File: src/rtl/gb_mapper.sv
// -----------------------------------------------------------------------------
// gb_mapper
// Cartridge memory-bank controller for the Gameboy core. Decodes MBC1/2/3/5
// from the cartridge header, holds the bank registers, and implements the
// MBC3 real-time clock (live and latched register sets, halt, day carry).
// All outputs are registered.
//
// Ports:
//   clk_sys        system clock
//   reset_n        asynchronous active-low reset
//   ce_cpu2x       CPU bus enable, qualifies register writes
//   rtc_tick       1 Hz strobe, one clk_sys wide
//   cart_mbc_type  header byte 0x147
//   cart_rom_size  header byte 0x148
//   cart_ram_size  header byte 0x149
//   cart_addr      CPU address
//   cart_rd        CPU read strobe (cart_do is refreshed on read cycles)
//   cart_wr        CPU write strobe
//   cart_di        CPU write data
//   cram_q         cart-RAM read data
//   rom_addr       byte address into ROM
//   cram_addr      byte address into cart RAM
//   cram_wr        cart-RAM write strobe
//   cart_do        read data for A000-BFFF
//   ram_enable     RAM/RTC access enabled
// -----------------------------------------------------------------------------
module gb_mapper #(
    parameter int ROM_BANK_BITS = 9,
    parameter int RAM_BANK_BITS = 4,
    parameter bit RTC_EN        = 1'b1
) (
    input  logic                       clk_sys,
    input  logic                       reset_n,
    input  logic                       ce_cpu2x,
    input  logic                       rtc_tick,
    input  logic [7:0]                 cart_mbc_type,
    input  logic [7:0]                 cart_rom_size,
    input  logic [7:0]                 cart_ram_size,
    input  logic [15:0]                cart_addr,
    input  logic                       cart_rd,
    input  logic                       cart_wr,
    input  logic [7:0]                 cart_di,
    input  logic [7:0]                 cram_q,
    output logic [ROM_BANK_BITS+13:0]  rom_addr,
    output logic [RAM_BANK_BITS+12:0]  cram_addr,
    output logic                       cram_wr,
    output logic [7:0]                 cart_do,
    output logic                       ram_enable
);

    typedef enum logic {L_IDLE, L_ARMED} latch_t;

    // ---------------- type / mask decode ----------------
    logic is_mbc1, is_mbc2, is_mbc3, is_mbc5, has_regs, ram_present;
    assign is_mbc1  = (cart_mbc_type >= 8'h01) && (cart_mbc_type <= 8'h03);
    assign is_mbc2  = (cart_mbc_type >= 8'h05) && (cart_mbc_type <= 8'h06);
    assign is_mbc3  = (cart_mbc_type >= 8'h0F) && (cart_mbc_type <= 8'h13);
    assign is_mbc5  = (cart_mbc_type >= 8'h19) && (cart_mbc_type <= 8'h1E);
    assign has_regs = is_mbc1 | is_mbc2 | is_mbc3 | is_mbc5;
    assign ram_present = (cart_ram_size != 8'h00) | is_mbc2;

    logic [ROM_BANK_BITS-1:0] rom_mask;
    logic [RAM_BANK_BITS-1:0] ram_mask;

    always_comb begin
        if ((cart_rom_size >= 8'h52) && (cart_rom_size <= 8'h54))
            rom_mask = ROM_BANK_BITS'(33'h7F);
        else if (cart_rom_size >= 8'd31)
            rom_mask = '1;
        else
            rom_mask = ROM_BANK_BITS'((33'd2 << cart_rom_size[4:0]) - 33'd1);

        if (cart_ram_size <= 8'h02)
            ram_mask = '0;
        else if (cart_ram_size == 8'h03)
            ram_mask = RAM_BANK_BITS'(8'h03);
        else
            ram_mask = '1;
    end

    // ---------------- address regions ----------------
    logic wr_en, in_ramen, in_bank, in_rbank, in_mode, in_cram;
    assign wr_en    = cart_wr & ce_cpu2x;
    assign in_ramen = (cart_addr[15:13] == 3'b000);
    assign in_bank  = (cart_addr[15:13] == 3'b001);
    assign in_rbank = (cart_addr[15:13] == 3'b010);
    assign in_mode  = (cart_addr[15:13] == 3'b011);
    assign in_cram  = (cart_addr[15:13] == 3'b101);

    // ---------------- control registers ----------------
    logic [ROM_BANK_BITS-1:0] bank_q, bank_d;
    logic [RAM_BANK_BITS-1:0] ram_bank_q, ram_bank_d;
    logic                     mode_q, mode_d;
    logic                     ram_en_q, ram_en_d;
    logic                     rtc_sel_q, rtc_sel_d;
    logic [2:0]               rtc_reg_q, rtc_reg_d;
    logic [15:0]              bank_w;
    logic [7:0]               rbank_w;
    logic [6:0]               low7;

    always_comb begin
        bank_w    = 16'(bank_q);
        rbank_w   = 8'(ram_bank_q);
        low7      = cart_di[6:0];
        mode_d    = mode_q;
        ram_en_d  = ram_en_q;
        rtc_sel_d = rtc_sel_q;
        rtc_reg_d = rtc_reg_q;

        if (wr_en && has_regs) begin
            if (in_ramen)
                ram_en_d = (cart_di[3:0] == 4'hA);

            if (in_bank) begin
                if (is_mbc5) begin
                    if (!cart_addr[12])
                        bank_w[7:0] = cart_di;
                    else
                        bank_w[8] = cart_di[0];
                end else begin
                    if (is_mbc1)
                        low7 = low7 & 7'h1F;
                    if (is_mbc2)
                        low7 = low7 & 7'h0F;
                    // Bank 0 is never selectable in the switchable window.
                    if (low7 == 7'd0)
                        low7 = 7'd1;
                    bank_w = {9'd0, low7};
                end
            end

            if (in_rbank) begin
                if (is_mbc3) begin
                    if ((cart_di >= 8'h08) && (cart_di <= 8'h0C)) begin
                        rtc_sel_d = 1'b1;
                        rtc_reg_d = cart_di[2:0];   // 08..0C -> 0..4
                    end else begin
                        rtc_sel_d = 1'b0;
                        rbank_w   = {6'd0, cart_di[1:0]};
                    end
                end else if (is_mbc5) begin
                    rbank_w = {4'd0, cart_di[3:0]};
                end else if (is_mbc1) begin
                    rbank_w = {6'd0, cart_di[1:0]};
                end
            end

            if (in_mode && is_mbc1)
                mode_d = cart_di[0];
        end

        bank_d     = bank_w[ROM_BANK_BITS-1:0];
        ram_bank_d = rbank_w[RAM_BANK_BITS-1:0];
    end

    // ---------------- latch FSM ----------------
    latch_t latch_q, latch_d;
    logic   do_latch;

    always_comb begin
        latch_d  = latch_q;
        do_latch = 1'b0;
        if (wr_en && in_mode && is_mbc3) begin
            case (latch_q)
                L_IDLE:  if (cart_di == 8'h00) latch_d = L_ARMED;
                L_ARMED: begin
                    latch_d  = L_IDLE;
                    do_latch = (cart_di == 8'h01);
                end
                default: latch_d = L_IDLE;
            endcase
        end
    end

    // ---------------- RTC ----------------
    logic [5:0] s_q, s_d, m_q, m_d;
    logic [4:0] h_q, h_d;
    logic [8:0] day_q, day_d;
    logic       halt_q, halt_d, carry_q, carry_d;
    logic       pend_q, pend_d;
    logic [7:0] lat_q [5];
    logic [7:0] live_b [5];

    logic       rtc_wr, tick_now;
    logic [5:0] s_inc, m_inc;
    logic [4:0] h_inc;

    assign rtc_wr   = RTC_EN & wr_en & in_cram & ram_en_q & rtc_sel_q;
    assign tick_now = RTC_EN & (rtc_tick | pend_q);
    // 59 wraps with carry; values above 59 just count on mod 64 without carry.
    assign s_inc = (s_q == 6'd59) ? 6'd0 : s_q + 6'd1;
    assign m_inc = (m_q == 6'd59) ? 6'd0 : m_q + 6'd1;
    assign h_inc = (h_q == 5'd23) ? 5'd0 : h_q + 5'd1;

    assign live_b[0] = {2'b00, s_q};
    assign live_b[1] = {2'b00, m_q};
    assign live_b[2] = {3'b000, h_q};
    assign live_b[3] = day_q[7:0];
    assign live_b[4] = {carry_q, halt_q, 5'b00000, day_q[8]};

    always_comb begin
        s_d     = s_q;
        m_d     = m_q;
        h_d     = h_q;
        day_d   = day_q;
        halt_d  = halt_q;
        carry_d = carry_q;
        pend_d  = 1'b0;

        if (rtc_wr) begin
            // A tick colliding with a software write is deferred one cycle.
            pend_d = tick_now;
            case (rtc_reg_q)
                3'd0: s_d = cart_di[5:0];
                3'd1: m_d = cart_di[5:0];
                3'd2: h_d = cart_di[4:0];
                3'd3: day_d[7:0] = cart_di;
                3'd4: begin
                    day_d[8] = cart_di[0];
                    halt_d   = cart_di[6];
                    carry_d  = cart_di[7];
                end
                default: ;
            endcase
        end else if (tick_now && !halt_q) begin
            s_d = s_inc;
            if (s_q == 6'd59) begin
                m_d = m_inc;
                if (m_q == 6'd59) begin
                    h_d = h_inc;
                    if (h_q == 5'd23) begin
                        day_d = day_q + 9'd1;
                        if (day_q == 9'h1FF)
                            carry_d = 1'b1;
                    end
                end
            end
        end
    end

    // ---------------- output datapath ----------------
    logic [ROM_BANK_BITS-1:0] rom_bank_sel;
    logic [RAM_BANK_BITS-1:0] cram_bank;
    logic [ROM_BANK_BITS+13:0] rom_addr_d, rom_addr_q;
    logic [RAM_BANK_BITS+12:0] cram_addr_d, cram_addr_q;
    logic [7:0]               cart_do_d, cart_do_q, rtc_rd;
    logic                     cram_wr_d, cram_wr_q;

    always_comb begin
        if (!has_regs)
            rom_bank_sel = ROM_BANK_BITS'(cart_addr[14]);   // plain 32 KB
        else if (!cart_addr[14])
            rom_bank_sel = '0;
        else if (is_mbc1)
            rom_bank_sel = ROM_BANK_BITS'({(mode_q ? 2'b00 : ram_bank_q[1:0]), bank_q[4:0]}) & rom_mask;
        else
            rom_bank_sel = bank_q & rom_mask;
        rom_addr_d = {rom_bank_sel, cart_addr[13:0]};

        if (is_mbc1)
            cram_bank = mode_q ? (ram_bank_q & ram_mask) : '0;
        else if (is_mbc3 || is_mbc5)
            cram_bank = ram_bank_q & ram_mask;
        else
            cram_bank = '0;

        if (is_mbc2)
            cram_addr_d = (RAM_BANK_BITS+13)'(cart_addr[8:0]);
        else
            cram_addr_d = {cram_bank, cart_addr[12:0]};

        cram_wr_d = wr_en & in_cram & ram_en_q & ~rtc_sel_q & ram_present;

        case (rtc_reg_q)
            3'd0:    rtc_rd = lat_q[0];
            3'd1:    rtc_rd = lat_q[1];
            3'd2:    rtc_rd = lat_q[2];
            3'd3:    rtc_rd = lat_q[3];
            3'd4:    rtc_rd = lat_q[4];
            default: rtc_rd = 8'h00;
        endcase

        if (!ram_en_q)
            cart_do_d = 8'hFF;
        else if (is_mbc2)
            cart_do_d = {4'hF, cram_q[3:0]};
        else if (rtc_sel_q)
            cart_do_d = RTC_EN ? rtc_rd : 8'hFF;
        else
            cart_do_d = cram_q;
    end

    // ---------------- state registers ----------------
    always_ff @(posedge clk_sys or negedge reset_n) begin
        if (!reset_n) begin
            bank_q      <= ROM_BANK_BITS'(1);
            ram_bank_q  <= '0;
            mode_q      <= 1'b0;
            ram_en_q    <= 1'b0;
            rtc_sel_q   <= 1'b0;
            rtc_reg_q   <= 3'd0;
            latch_q     <= L_IDLE;
            s_q         <= '0;
            m_q         <= '0;
            h_q         <= '0;
            day_q       <= '0;
            halt_q      <= 1'b0;
            carry_q     <= 1'b0;
            pend_q      <= 1'b0;
            for (int i = 0; i < 5; i++)
                lat_q[i] <= 8'h00;
            rom_addr_q  <= '0;
            cram_addr_q <= '0;
            cram_wr_q   <= 1'b0;
            cart_do_q   <= 8'hFF;
        end else begin
            bank_q      <= bank_d;
            ram_bank_q  <= ram_bank_d;
            mode_q      <= mode_d;
            ram_en_q    <= ram_en_d;
            rtc_sel_q   <= rtc_sel_d;
            rtc_reg_q   <= rtc_reg_d;
            latch_q     <= latch_d;
            s_q         <= s_d;
            m_q         <= m_d;
            h_q         <= h_d;
            day_q       <= day_d;
            halt_q      <= halt_d;
            carry_q     <= carry_d;
            pend_q      <= pend_d;
            if (do_latch && RTC_EN) begin
                for (int i = 0; i < 5; i++)
                    lat_q[i] <= live_b[i];
            end
            rom_addr_q  <= rom_addr_d;
            cram_addr_q <= cram_addr_d;
            cram_wr_q   <= cram_wr_d;
            // Read data is captured on read cycles and held in between.
            if (cart_rd)
                cart_do_q <= cart_do_d;
        end
    end

    assign rom_addr   = rom_addr_q;
    assign cram_addr  = cram_addr_q;
    assign cram_wr    = cram_wr_q;
    assign cart_do    = cart_do_q;
    assign ram_enable = ram_en_q;

endmodule

File: config.mk
export PLATFORM = sky130hd
export DESIGN_NAME = gb_mapper
export DESIGN_NICKNAME = d
export VERILOG_FILES = /design/src/rtl/gb_mapper.sv
export SDC_FILE = /design/constraint.sdc
export NUM_CORES = 1
export LEC_CHECK = 0
export BUFFER_PORTS_ARGS = -buffer_cell sky130_fd_sc_hd__buf_2
export CAP_MARGIN = 20
export CORE_MARGIN = 2
export CORE_UTILIZATION = 50
export CTS_CLUSTER_DIAMETER = 100
export CTS_CLUSTER_SIZE = 14
export DETAILED_ROUTE_END_ITERATION = 6
export PLACE_DENSITY = 0.82
export SYNTH_ARGS = -nofsm -noshare
export SYNTH_HDL_FRONTEND = slang
export SYNTH_SLANG_ARGS = --single-unit
export TNS_END_PERCENT = 20
File: constraint.sdc
create_clock -name clk_sys -period 6.2 [get_ports clk_sys]
set_clock_uncertainty 0.15 [all_clocks]
set_input_delay 0.93 -clock clk_sys [delete_from_list [all_inputs] [get_ports clk_sys]]
set_output_delay 0.93 -clock clk_sys [all_outputs]
set_load 0.03 [all_outputs]
== After elaboration in Yosys (flattened, before gate mapping) ==
Index checks and enable logic that the tools add are counted.
W data, S select, Z words.

* Word-level logic and storage cells: 186
* Memories kept: 0
* ROM bits: 0
* Bits of input ports: 62
* Memory bits (writable): 0
* Register bits: 126
* Latch bits: 0

* Multipliers: 0
* Bitwise logic cells: 16
* Mux-type cells: 64
* Add/sub/neg operators: 5
* Shift-type cells: 1
* Order comparisons: 14
* Reduce and logical (&&, ||, !) cells: 38
* Equal/unequal tests: 23
* Div/mod/pow operators: 0

{| class="wikitable"
|+ Operators by type and width
! kind !! count
|-
| $mux W9 || 11
|-
| $mux W6 || 9
|-
| $mux W7 || 6
|-
| $mux W8 || 5
|-
| $pmux W8 S5 || 1
|-
| $mux W4 || 9
|-
| $mux W5 || 6
|-
| $mux W17 || 1
|-
| $ge A8 B4 Y1 const B || 2
|-
| $ge A8 B5 Y1 const B || 2
|-
| $le A8 B2 Y1 const B || 2
|-
| $le A8 B5 Y1 const B || 2
|-
| $mux W1 || 14
|-
| $add A6 B1 Y6 const B || 2
|-
| $eq A3 B2 Y1 const B || 4
|-
| $eq A6 B6 Y1 const B || 2
|-
| $reduce_and A3 Y1 || 4
|-
| $reduce_and A4 Y1 || 3
|-
| $logic_and A1 B1 Y1 || 11
|-
| $ne A2 B1 Y1 const B || 5
|-
| $reduce_and A5 Y1 || 2
|-
| $reduce_bool A2 Y1 || 5
|-
| $add A9 B1 Y9 const B || 1
|-
| $and A7 B9 Y9 || 1
|-
| 33 further kinds || 51
|}

== Logic depth before layout (Yosys ltp) ==
Gate-level depths: netlist of the first run.

* Depth in word-level cells: 10
* Gate-level depth with buffers: 8
* Mapped depth without buffers: 8

== Worst setup path after synthesis of the first run ==
No wires, ideal clock.

* Kind: input to register
* Start: input cart_mbc_type[5]
* End: register lat_q[12] (netlist bit)
* Slack: 3.161 ns
* Buffers on the path: 2
* Data required time: 5.922 ns
* Library setup time: 0.128 ns
* Cell stages on the path: 6
* Data arrival time: 2.762 ns
* Cells stage by stage: or3_1 clkbuf_1 or3_4 nor3_4 buf_6 mux2_1

* Word-level cells in the longest chain between the ends: 4
* Elaborated cells on any way between the ends: 5
* Classes of those cells: order compare (2); mux (1); reduce/logical (2)

{| class="wikitable"
|+ Ends and longest elaborated chain
! item !! line !! source
|-
| start: declaration || 36 || <nowiki>input logic [7:0] cart_mbc_type,</nowiki>
|-
| $ge A8 B4 Y1 or $le A8 B5 Y1 (tied branches) || 57 || <nowiki>assign is_mbc3 = (cart_mbc_type >= 8'h0F) && (cart_mbc_type <= 8'h13);</nowiki>
|-
| $logic_and A1 B1 Y1 (*) || 57 ||
|-
| $logic_and A1 B1 Y1 (*) || 163 || <nowiki>if (wr_en && in_mode && is_mbc3) begin</nowiki>
|-
| $mux W1 (*) || 163 ||
|-
| end signal: indexed assignment || 333 || <nowiki>lat_q[i] <= live_b[i];</nowiki>
|-
| end: declaration || 181 || <nowiki>logic [7:0] lat_q [5];</nowiki>
|}

Every way passes the cells marked *; elsewhere a longest branch is shown, timed or not.
A chain may end at the register's enable or synchronous reset.

== Final worst setup path of the first run ==
* Start: input cart_mbc_type[5]
* End: register bank_q[1]

* Word-level cells in the longest chain between the ends: 10
* Elaborated cells on any way between the ends: 26
* Classes of those cells: order compare (8); eq/ne (1); mux (7); bitwise (3); reduce/logical (7)

{| class="wikitable"
|+ Ends and longest elaborated chain
! item !! line !! source
|-
| $ge A8 B1 Y1 or $le A8 B2 Y1 (tied branches) || 55 || <nowiki>assign is_mbc1 = (cart_mbc_type >= 8'h01) && (cart_mbc_type <= 8'h03);</nowiki>
|-
| $logic_and A1 B1 Y1 || 55 ||
|-
| $mux W7 || 121 || <nowiki>if (is_mbc1)</nowiki>
|-
| $mux W7 || 123 || <nowiki>if (is_mbc2)</nowiki>
|-
| $mux W7 || 115 || <nowiki>if (is_mbc5) begin</nowiki>
|-
| $mux W7 || 114 || <nowiki>if (in_bank) begin</nowiki>
|-
| $mux W7 || 110 || <nowiki>if (wr_en && has_regs) begin</nowiki>
|-
| $logic_not A7 Y1 || 126 || <nowiki>if (low7 == 7'd0)</nowiki>
|-
| $mux W7 || 126 ||
|-
| $mux W9 || 115 ||
|-
| end signal: assignment || 317 || <nowiki>bank_q <= bank_d;</nowiki>
|-
| end: declaration || 91 || <nowiki>logic [ROM_BANK_BITS-1:0] bank_q, bank_d;</nowiki>
|}

Parallel ways exist; a longest one is shown, timed or not. The select of a mux whose other input is x is not followed.

==> impl_metrics.csv, run 1 <==
group,metric,value,unit
layout,nets,730,
yosys,synth_top_family_by_area,"simple AND/OR/NAND/NOR gates",
cts,cts.sinks,117,
routing,wirelength,15100,µm
global_route,grt_max_degree,68,
min_path,hold_end,"cram_addr[16]",
timing,holdWs,0.331,ns
min_path,min_from,"ram_bank_q[3]",
cts,cts_tree,"built",
layout,fillCellCount,898,
setup_path,r2r-start,"rtc_sel_q",
yosys,synth-compound-area-share,14.8,%
routing,wl_per_cell,18.4,µm
setup_path,r2r_end,"s_q[5]",
setup_path,critical_path_arrival,3.03,ns
setup_path,worst_r2r_path_depth,6,
cts,clockRootBuffer,"clkbuf_16",
cts,clk_latency,0.42,ns
global_route,antenna_found_initial,0,
setup_path,r2r_setup_slack,3.43,ns
timing,post-route-min-period,2.88,ns
layout,area_growth,20.0,%
cts,cts_hold_buf,0,
setup_path,critical_path_class,"in -> reg",
yosys,ys_ff_latch,117,
pwr,p_per_area,278,nW/µm²
yosys,synth_top_area_cell,"dfrtp_1",
die,core,11400,µm²
setup_path,cp-start-kind,"primary input",
cts,cts_resized,0,
yosys,synthTopCellsByArea,"dfrtp_1 46%, dfstp_2 4.0%, mux2_1 3.9%, mux2_2 3.9%, o21ai_0 3.5%",
routing,drt_iter0_drc,419,
yosys,synthFlopType,"dfrtp_1",
die,boundaryPins,112,
timing,max_freq,0.347,GHz
global_route,grt_pass1_wl,24100,µm
yosys,synth_fa_ha_area_share,1.29,%
min_path,min_path_cells,1,
cts,clkTransAtPathRegs,0.05,ns
global_route,overflow,0,
layout,drive_above_1_share,27.7,%
setup_path,cp_max_fo,8,
setup_path,required,6.34,ns
routing,vias_per_cell,6.15,
yosys,synth_top_cell_area_share,46.3,%
yosys,yosys_warnings,0,
yosys,synth_mux_area_share,11.3,%
timing,slew_headroom,43.3,%
layout,antenna_cells,0,
die,rows,39,
layout,multi_input_area,2640,µm²
timing,setup_violations,0,
layout,final_common_cell,"buf_2",
cts,clock_path_buffers,2,
cts,htree_num_levels,4,
cts,post-cts-setup-buffer-count,0,
yosys,async_reset_ff_share,100,%
job,maxCapViolCount,0,
yosys,synth-seq-area-share,50.3,%
yosys,synthSimpleGateAreaFrac,17.5,%
yosys,syn_area,5840,µm²
layout,layout_common_cells,"110 x buf_2, 108 x dfrtp_1, 49 x nand2_1, 41 x nor2_1, 41 x o21ai_0",
timing,fin_crit_sh,46.5,%
timing,finalSetupTns,0,ns
routing,first_pass_iters,5,
pwr,ir_worst_vdd,0.192,mV
yosys,synth_cell_types,64,
timing,hold_viol_final,0,
placement,io_buffers,111,
routing,vias,5031,
timing,grt_setup_unrepaired,"no",
placement,dpl.hpwl,10300,µm
routing,ant_nets,0,
routing,drc,0,
yosys,synth_xor_area_share,0.300,%
run_status,status,"finished clean",
yosys,synthesis.nets,632,
setup_path,critPathCaptureType,"flop",
yosys,synth_edf_count,0,
yosys,syn_inst,564,
min_path,hp-class,"reg -> reg",
die,die_w,112,µm
pwr,leakage,0.00329,µW
die,die_height,112,µm
die,initial_core_util,51.1,%
cts,cts_buffers,17,
die,dieArea,12600,µm²
placement,place_congestion,0.886,
yosys,avgSynthCellArea,10.4,µm²
timing,max_slew.worst_pin.slew,0.839,ns
global_route,track_usage,24.2,%
global_route,first_global_vias,4853,
layout,register_area,2940,µm²
timing,drv_slew,0,
worst max path at each step:
stage                     startpoint        end  slack, ns  cells after the start
floorplan           cart_mbc_type[5]  lat_q[12]       3.16                      6
global placement       cart_addr[14]     s_q[5]       2.85                      6
detailed placement     cart_addr[14]     s_q[5]       2.67                      6
CTS                        rtc_sel_q     s_q[5]       2.93                      5
global route        cart_mbc_type[5]  bank_q[1]       3.22                      6
finish              cart_mbc_type[5]  bank_q[1]       3.32                      6
per-stage QoR:
step / total power (µW) / instance area, µm² / setup slack (ns) / utilization (%) / instances
finish: 1950 / 7010 / 3.32 / 61.4 / 818
global route: 2020 / 7010 / 3.22 / 61.4 / 818
CTS: 1950 / 6970 / 2.93 / 61.0 / 815
detailed placement: 1030 / 6400 / 2.67 / 56.1 / 783
global placement: 1020 / 6400 / 2.85 / 56.1 / 783
floorplan: 952 / 5840 / 3.16 / - / 564
synth_stat cells (7+ instances only):
library cell and instances:
dfrtp_1 108, nand2_1 49, nor2_1 41, o21ai_0 41, a21oi_1 28, mux2_1 20, mux2_2 20, clkbuf_1 18
inv_1 18, nand3_1 18, nor4_1 14, nor3_1 13, mux2i_1 12, and2_1 9, buf_4 9, dfstp_2 9
nand3b_1 9, nand2b_1 8, nand4_1 7
report_power, final:
group | internal (µW) | switching (µW) | leakage [µW]
Clock | 571 | 352 | 0.000258
Combinational | 69.0 | 118 | 0.00154
Sequential | 800 | 40.9 | 0.00149
layout make-up:
cell class                 instances  share of cell area, %
inverter                          18                  0.964
timing repair buffer             117                   8.86
multi-input combinational        391                   37.6
tap                              143                   2.55
sequential                       117                   41.9
clock inverter                    11                   1.46
clock buffer                      21                   6.57
flip-flops by register name, summed over array words and instances (netlist names), 3 cells and up:
name        flops
m_q             6
cart_do         8
rtc_reg_q       3
cram_addr      17
h_q             5
ram_bank_q      4
day_q           9
rom_addr       14
lat_q          28
bank_q          9
s_q             6
metal layers:
layer	part of all wire [%]	global-route usage, %	vias up
met3	7.4	5.72	34
met5	0	0	-
li1	-	-	2265
met4	2.6	9.67	0
met2	49	39.8	232
met1	41	31.1	2500
worst max-delay path: stages:
cell	delay [ns]
buf_2	0.10
or3_1	0.49
nor2_1	0.27
o2111ai_1	0.32
a21oi_2	0.50
mux2_2	0.40
cells by family (layout without fill, tap and decap cells):
| logic type | count (synthesis) | in the layout |
|---|---|---|
| XOR/XNOR | 2 | 2 |
| flip-flops | 117 | 117 |
| AND/OR/NAND/NOR | 194 | 194 |
| buffers and inverters | 56 | 167 |
| multiplexers | 56 | 56 |
| adder cells (fa/ha/maj) | 6 | 6 |
| AO/OA/AOI/OAI | 133 | 133 |
No activity file was read; power rests on OpenSTA's default activity.
==> run 2, diff against run 1 <==
--- a/config.mk
+++ b/config.mk
@@ -12,7 +12,7 @@
 export CTS_CLUSTER_DIAMETER = 100
 export CTS_CLUSTER_SIZE = 14
 export DETAILED_ROUTE_END_ITERATION = 6
-export PLACE_DENSITY = 0.82
+export PLACE_DENSITY = 0.85
 export SYNTH_ARGS = -nofsm -noshare
 export SYNTH_HDL_FRONTEND = slang
 export SYNTH_SLANG_ARGS = --single-unit
==> constraint.sdc (replaced) <==
create_clock -name clk_sys -period 2.5 [get_ports clk_sys]
set_clock_uncertainty 0.15 [all_clocks]
set_input_delay 0.375 -clock clk_sys [delete_from_list [all_inputs] [get_ports clk_sys]]
set_output_delay 0.375 -clock clk_sys [all_outputs]
set_load 0.03 [all_outputs]
==> impl_metrics.csv, run 2 (synthesis gave the netlist of run 1 again) <==
group,metric,value,unit
run_status,status,"finished clean",
setup_path,crit_family,"simple AND/OR/NAND/NOR gates",
placement,placed_area,6580,µm²
setup_path,critPathBufInv,1,
layout,nets,759,
routing,ant_nets,0,
setup_path,max_stage_delay,0.45,ns
global_route,grt_pass1_wl,26300,µm
global_route,overflow,0,
pwr,p_per_area,704,nW/µm²
global_route,met2_usage,44.4,%
routing,wirelength,16400,µm
routing,vias,5256,
timing,grt_setup_unrepaired,"no",
setup_path,worstPathCellList,"ha_1 -> nand3b_1 -> nor4_2 -> a2bb2oi_1 -> buf_4 -> mux2i_1 -> nand2_1",
cts,cts_tree,"built",
setup_path,required,2.64,ns
setup_path,critPathCaptureType,"flop",
timing,slew_headroom,57.7,%
global_route,grt_use_met1,33.2,%
timing,finalSetupTns,0,ns
die,die_w,112,µm
cts,htree_num_levels,4,
layout,fillCellCount,794,
pwr,power.internal,3920,µW
global_route,grt-busiest-layer,"met2",
timing,max_freq,0.432,GHz
die,rows,39,
die,die_height,112,µm
global_route,antenna_found_initial,0,
setup_path,cp_max_fo,15,
timing,setup_violations,0,
pwr,ir_worst_vdd,0.656,mV
pwr,p_seq_share,40.4,%
routing,vias_per_cell,6.21,
pwr,leakage,0.00347,µW
die,core,11400,µm²
cts,cts_buffers,17,
global_route,track_usage,26.6,%
routing,drt_iter0_drc,502,
global_route,grtUsageMet3,6.80,%
cts,clkTransAtPathRegs,0.06,ns
pwr,switching_share,24.2,%
global_route,grt_max_degree,60,
min_path,hp-class,"in -> reg",
die,initial_core_util,51.1,%
cts,clock_path_buffers,2,
layout,largest_register_ffs,28,
layout,layout_common_cells,"110 x buf_2, 108 x dfrtp_1, 49 x nand2_1, 41 x nor2_1, 41 x o21ai_0",
layout,area_growth,25.9,%
routing,first_pass_iters,5,
setup_path,cp-start-kind,"flop",
layout,antenna_cells,0,
pwr,p_sw,1250,µW
pwr,comb_power_share,9.5,%
timing,drv_slew,0,
cts,clk_latency,0.41,ns
global_route,first_global_vias,5211,
cts,cts.sinks,117,
cts,clockRootBuffer,"clkbuf_16",
routing,drc,0,
job,maxCapViolCount,0,
timing,max_slew.worst_pin.slew,0.628,ns
pwr,pwr-share-clk,50.0,%
setup_path,critical_path_arrival,2.46,ns
placement,place_congestion,0.924,
timing,fin_crit_sh,92.5,%
timing,post-route-min-period,2.31,ns
setup_path,critical_path_class,"reg -> reg",
placement,dpl.hpwl,10900,µm
die,dieArea,12600,µm²
layout,largest_register,"lat_q",
layout,drive_above_1_share,28.7,%
setup_path,crit_slowest_cell,"nor4_2",
layout,final_cell_area,7350,µm²
die,boundaryPins,112,
timing,hold_viol_final,0,
routing,wl_per_cell,19.3,µm
placement,io_buffers,111,
layout,final_common_cell,"buf_2",
run 2: cell types whose count changed in the layout (fill, tap and decap cells not counted), moves of 3 or more:
cell,change
buf_12,+3
buf_4,+14
bufinv_16,+3
clkinvlp_4,-5
dlygate4sd3_1,+14
run 2: power by group through the flow:
stage	Combinational (µW)	Sequential, µW	Clock (µW)
2_1_floorplan	244	2120	0
3_3_place_gp	446	2110	0
3_5_place_dp	466	2110	0
4_1_cts	488	2080	2600
5_1_grt	543	2100	2690
6_report	493	2090	2590
run 2: worst paths after layout:
path,start,to,slack [ns],depth (start not counted)
hold / removal,cart_addr[13],rom_addr[13],0.05,1
hold reg to reg,lat_q[17],lat_q[17],0.34,1
max in group asynchronous,reset_n,day_q[5],1.14,3
setup reg to reg,s_q[0],day_q[0],0.19,7
setup / recovery,s_q[0],day_q[0],0.19,7
min in group asynchronous,reset_n,s_q[3],0.31,2
run 2: repair_timing:
item / CTS / global route
gates resized for setup: 0 / 1
hold endpoints to repair: 40 / 0
hold buffers: 14 / 0
setup buffers: 0 / 0
endpoints found under the setup margin: 0 / 5
run 2: layout make-up:
class	count	area [µm²]	area share, %
clock buffers	23	478	6.50
well taps	143	179	2.43
multi-input cells	391	2640	36.0
flip-flops and latches	117	2940	40.0
clock inverters	9	151	2.06
repair buffers	146	893	12.2
inverters	18	67.6	0.919
run 2: metrics by stage:
step / utilization, % / worst slack [ns] / hold WS (ns) / total power, µW / cells
detailed placement: 57.6 / 0.0133 / 0.202 / 2580 / 801
global placement: 57.6 / 0.0744 / 0.193 / 2550 / 801
CTS: 64.3 / 0.0711 / 0.0340 / 5170 / 847
global route: 64.4 / 0.00787 / 0.0469 / 5330 / 847
floorplan: - / 0.0158 / -0.0706 / 2360 / 564
finish: 64.4 / 0.186 / 0.0468 / 5170 / 847
run 2: worst reg2reg max path, cell delays in order (launching register included):
cell and delay [ns]:
dfrtp_1 0.44, ha_1 0.27, nand3b_1 0.18, nor4_2 0.45
a2bb2oi_1 0.19, buf_4 0.23, mux2i_1 0.22, nand2_1 0.07
run 2: metal layers:
metal  share of wire [%]  vias to the layer above
li1                    -                     2314
met4                 3.6                        0
met2                  50                      320
met5                   0                        -
met3                 9.1                       68
met1                  37                     2554
==> run 3, diff against run 2 <==
--- a/config.mk
+++ b/config.mk
@@ -5,8 +5,10 @@
 export SDC_FILE = /design/constraint.sdc
 export NUM_CORES = 1
 export LEC_CHECK = 0
+export ABC_AREA = 1
 export BUFFER_PORTS_ARGS = -buffer_cell sky130_fd_sc_hd__buf_2
-export CAP_MARGIN = 20
+export CAP_MARGIN = 15
+export CORE_ASPECT_RATIO = 0.5
 export CORE_MARGIN = 2
 export CORE_UTILIZATION = 50
 export CTS_CLUSTER_DIAMETER = 100
==> impl_metrics.csv, run 3 <==
group,metric,value,unit
run_status,status,"finished clean",
layout,drive_above_1_share,22.1,%
setup_path,cp-start-kind,"flop",
timing,slew_headroom,60.9,%
die,die_w,160,µm
pwr,ir_worst_vdd,0.471,mV
job,maxCapViolCount,0,
die,rows,28,
yosys,ys_ff_latch,117,
layout,register_area,2940,µm²
yosys,yosys_warnings,0,
layout,largest_register_ffs,28,
routing,first_pass_iters,5,
layout,antenna_cells,0,
setup_path,required,2.69,ns
global_route,overflow,0,
setup_path,worst_r2r_path_depth,7,
placement,placed_area,6770,µm²
cts,clk_latency,0.41,ns
cts,htree_num_levels,4,
global_route,grt_max_degree,54,
timing,max_freq,0.479,GHz
yosys,synth_commonest_cells,"256 x nand2_1, 108 x dfrtp_1, 85 x inv_1",
timing,fin_crit_sh,83.6,%
routing,drt_iter0_drc,579,
yosys,synthMostInstantiatedCell,"nand2_1",
die,die_height,82.2,µm
cts,cts_buffers,17,
yosys,synth_edf_count,0,
die,boundaryPins,112,
placement,io_buffers,111,
cts,clockRootBuffer,"clkbuf_16",
timing,max_slew.worst_pin.slew,0.583,ns
yosys,synthFlopType,"dfrtp_1",
placement,place_congestion,0.897,
timing,drv_slew,0,
yosys,avgSynthCellArea,7.85,µm²
routing,ant_nets,0,
yosys,synthesis.nets,846,
layout,multi_input_area,2650,µm²
global_route,first_global_vias,5305,
layout,final_common_cell,"nand2_1",
timing,hold_viol_final,0,
timing,grt_setup_unrepaired,"no",
pwr,pwr-share-clk,46.5,%
pwr,p_sw,1250,µW
routing,vias_per_cell,5.30,
timing,setup_violations,0,
pwr,p_seq_share,42.0,%
layout,largest_register,"lat_q",
yosys,async_reset_ff_share,100,%
die,core,11900,µm²
layout,nets,975,
routing,vias,5747,
layout,area_growth,22.1,%
yosys,synth_top_cell_area_share,44.2,%
layout,utilization,62.8,%
min_path,min_path_cells,1,
timing,finalSetupTns,0,ns
cts,clock_path_buffers,2,
setup_path,critical_path_class,"reg -> reg",
cts,cts_tree,"built",
min_path,hp-class,"in -> reg",
placement,dpl.hpwl,10900,µm
cts,clkTransAtPathRegs,0.05,ns
routing,wl_per_cell,14.4,µm
layout,final_cell_area,7460,µm²
global_route,grt_pass1_wl,25100,µm
pwr,power.internal,3640,µW
pwr,leakage,0.00392,µW
cts,cts.sinks,117,
routing,drc,0,
setup_path,critical_path_arrival,2.28,ns
layout,layout_common_cells,"256 x nand2_1, 110 x buf_2, 108 x dfrtp_1, 85 x inv_1, 73 x nand3_1",
die,initial_core_util,51.5,%
routing,wirelength,15600,µm
yosys,synth_cell_types,37,
yosys,syn_inst,778,
pwr,power,4890,µW
global_route,antenna_found_initial,0,
layout,fillCellCount,957,
setup_path,cp_max_fo,12,
yosys,synthTopCellsByArea,"dfrtp_1 44%, nand2_1 16%, nand3_1 6.0%, inv_1 5.2%, dfstp_2 3.9%",
pwr,comb_power_share,11.5,%
global_route,track_usage,24.4,%
pwr,switching_share,25.6,%
die,dieArea,13200,µm²
yosys,synth_top_area_cell,"dfrtp_1",
yosys,syn_area,6110,µm²
yosys,synth-seq-area-share,48.1,%
pwr,p_per_area,655,nW/µm²
setup_path,critPathCaptureType,"flop",
timing,post-route-min-period,2.09,ns
-- run 3: through the flow --
stage | std cells | hold WS, ns | worst slack [ns]
detailed placement | 1039 | 0.254 | 0.318
global placement | 1039 | 0.245 | 0.412
CTS | 1085 | 0.00715 | 0.439
finish | 1085 | 0.0194 | 0.411
floorplan | 778 | -0.0706 | 0.704
global route | 1085 | 0.00620 | 0.272
-- run 3: worst max-delay path, stage by stage (launching register included) --
cell and delay [ns]:
dfrtp_1 0.47, ha_1 0.27, nand4_1 0.20, o21ai_2 0.40, o21ai_2 0.10, inv_2 0.23, nand2_1 0.13, o21ai_2 0.07
-- run 3: area by class of cell --
type / instances / area share (%)
Clock buffer: 27 / 6.74
Clock inverter: 5 / 0.671
Inverter: 90 / 4.53
Multi-Input combinational cell: 547 / 35.5
Sequential cell: 117 / 39.4
Tap cell: 165 / 2.77
Timing Repair Buffer: 134 / 10.4
-- run 3: metal layers --
| layer | global-route usage, % | part of all wire [%] | vias to the layer above |
|---|---|---|---|
| met5 | 0 | 0 | - |
| met4 | 9.19 | 2.1 | 0 |
| met3 | 5.04 | 7.6 | 37 |
| met2 | 42.7 | 48 | 265 |
| met1 | 30.7 | 42 | 2698 |
| li1 | - | - | 2747 |
-- run 3: kinds of logic (layout without fill, tap and decap cells) --
kind of cell,after synthesis,count (layout),synth area share (%)
buffers and inverters,114,256,8.58
AND/OR/NAND/NOR,436,436,31.3
XOR/XNOR,10,10,1.43
flip-flops,117,117,48.1
adder cells (fa/ha/maj),6,6,1.23
AO/OA/AOI/OAI,95,95,9.40
-- run 3: power by group through the flow --
| stage | clock (µW) | combinational, µW | sequential, µW |
|---|---|---|---|
| 4_1_cts | 2290 | 558 | 2050 |
| 6_report | 2280 | 563 | 2050 |
| 3_3_place_gp | 0 | 520 | 2070 |
| 3_5_place_dp | 0 | 532 | 2070 |
| 5_1_grt | 2390 | 631 | 2060 |
| 2_1_floorplan | 0 | 306 | 2100 |
-- run 3: path summary, 6_finish.rpt --
path	from	endpoint	slack (ns)
min reg2reg	bank_q[5]	bank_q[5]	0.32
min in group asynchronous	reset_n	day_q[1]	0.35
max in group asynchronous	reset_n	cart_do[2]	1.13
max reg2reg	s_q[1]	m_q[3]	0.41
max	s_q[1]	m_q[3]	0.41
min	cart_addr[13]	rom_addr[13]	0.02
-- run 3: timing repair --
| item | CTS | global route |
|---|---|---|
| hold endpoints to repair | 53 | 0 |
| setup buffers | 0 | 0 |
| hold buffers | 14 | 0 |
| endpoints found under the setup margin | 0 | 0 |
| resized for setup | 0 | 0 |
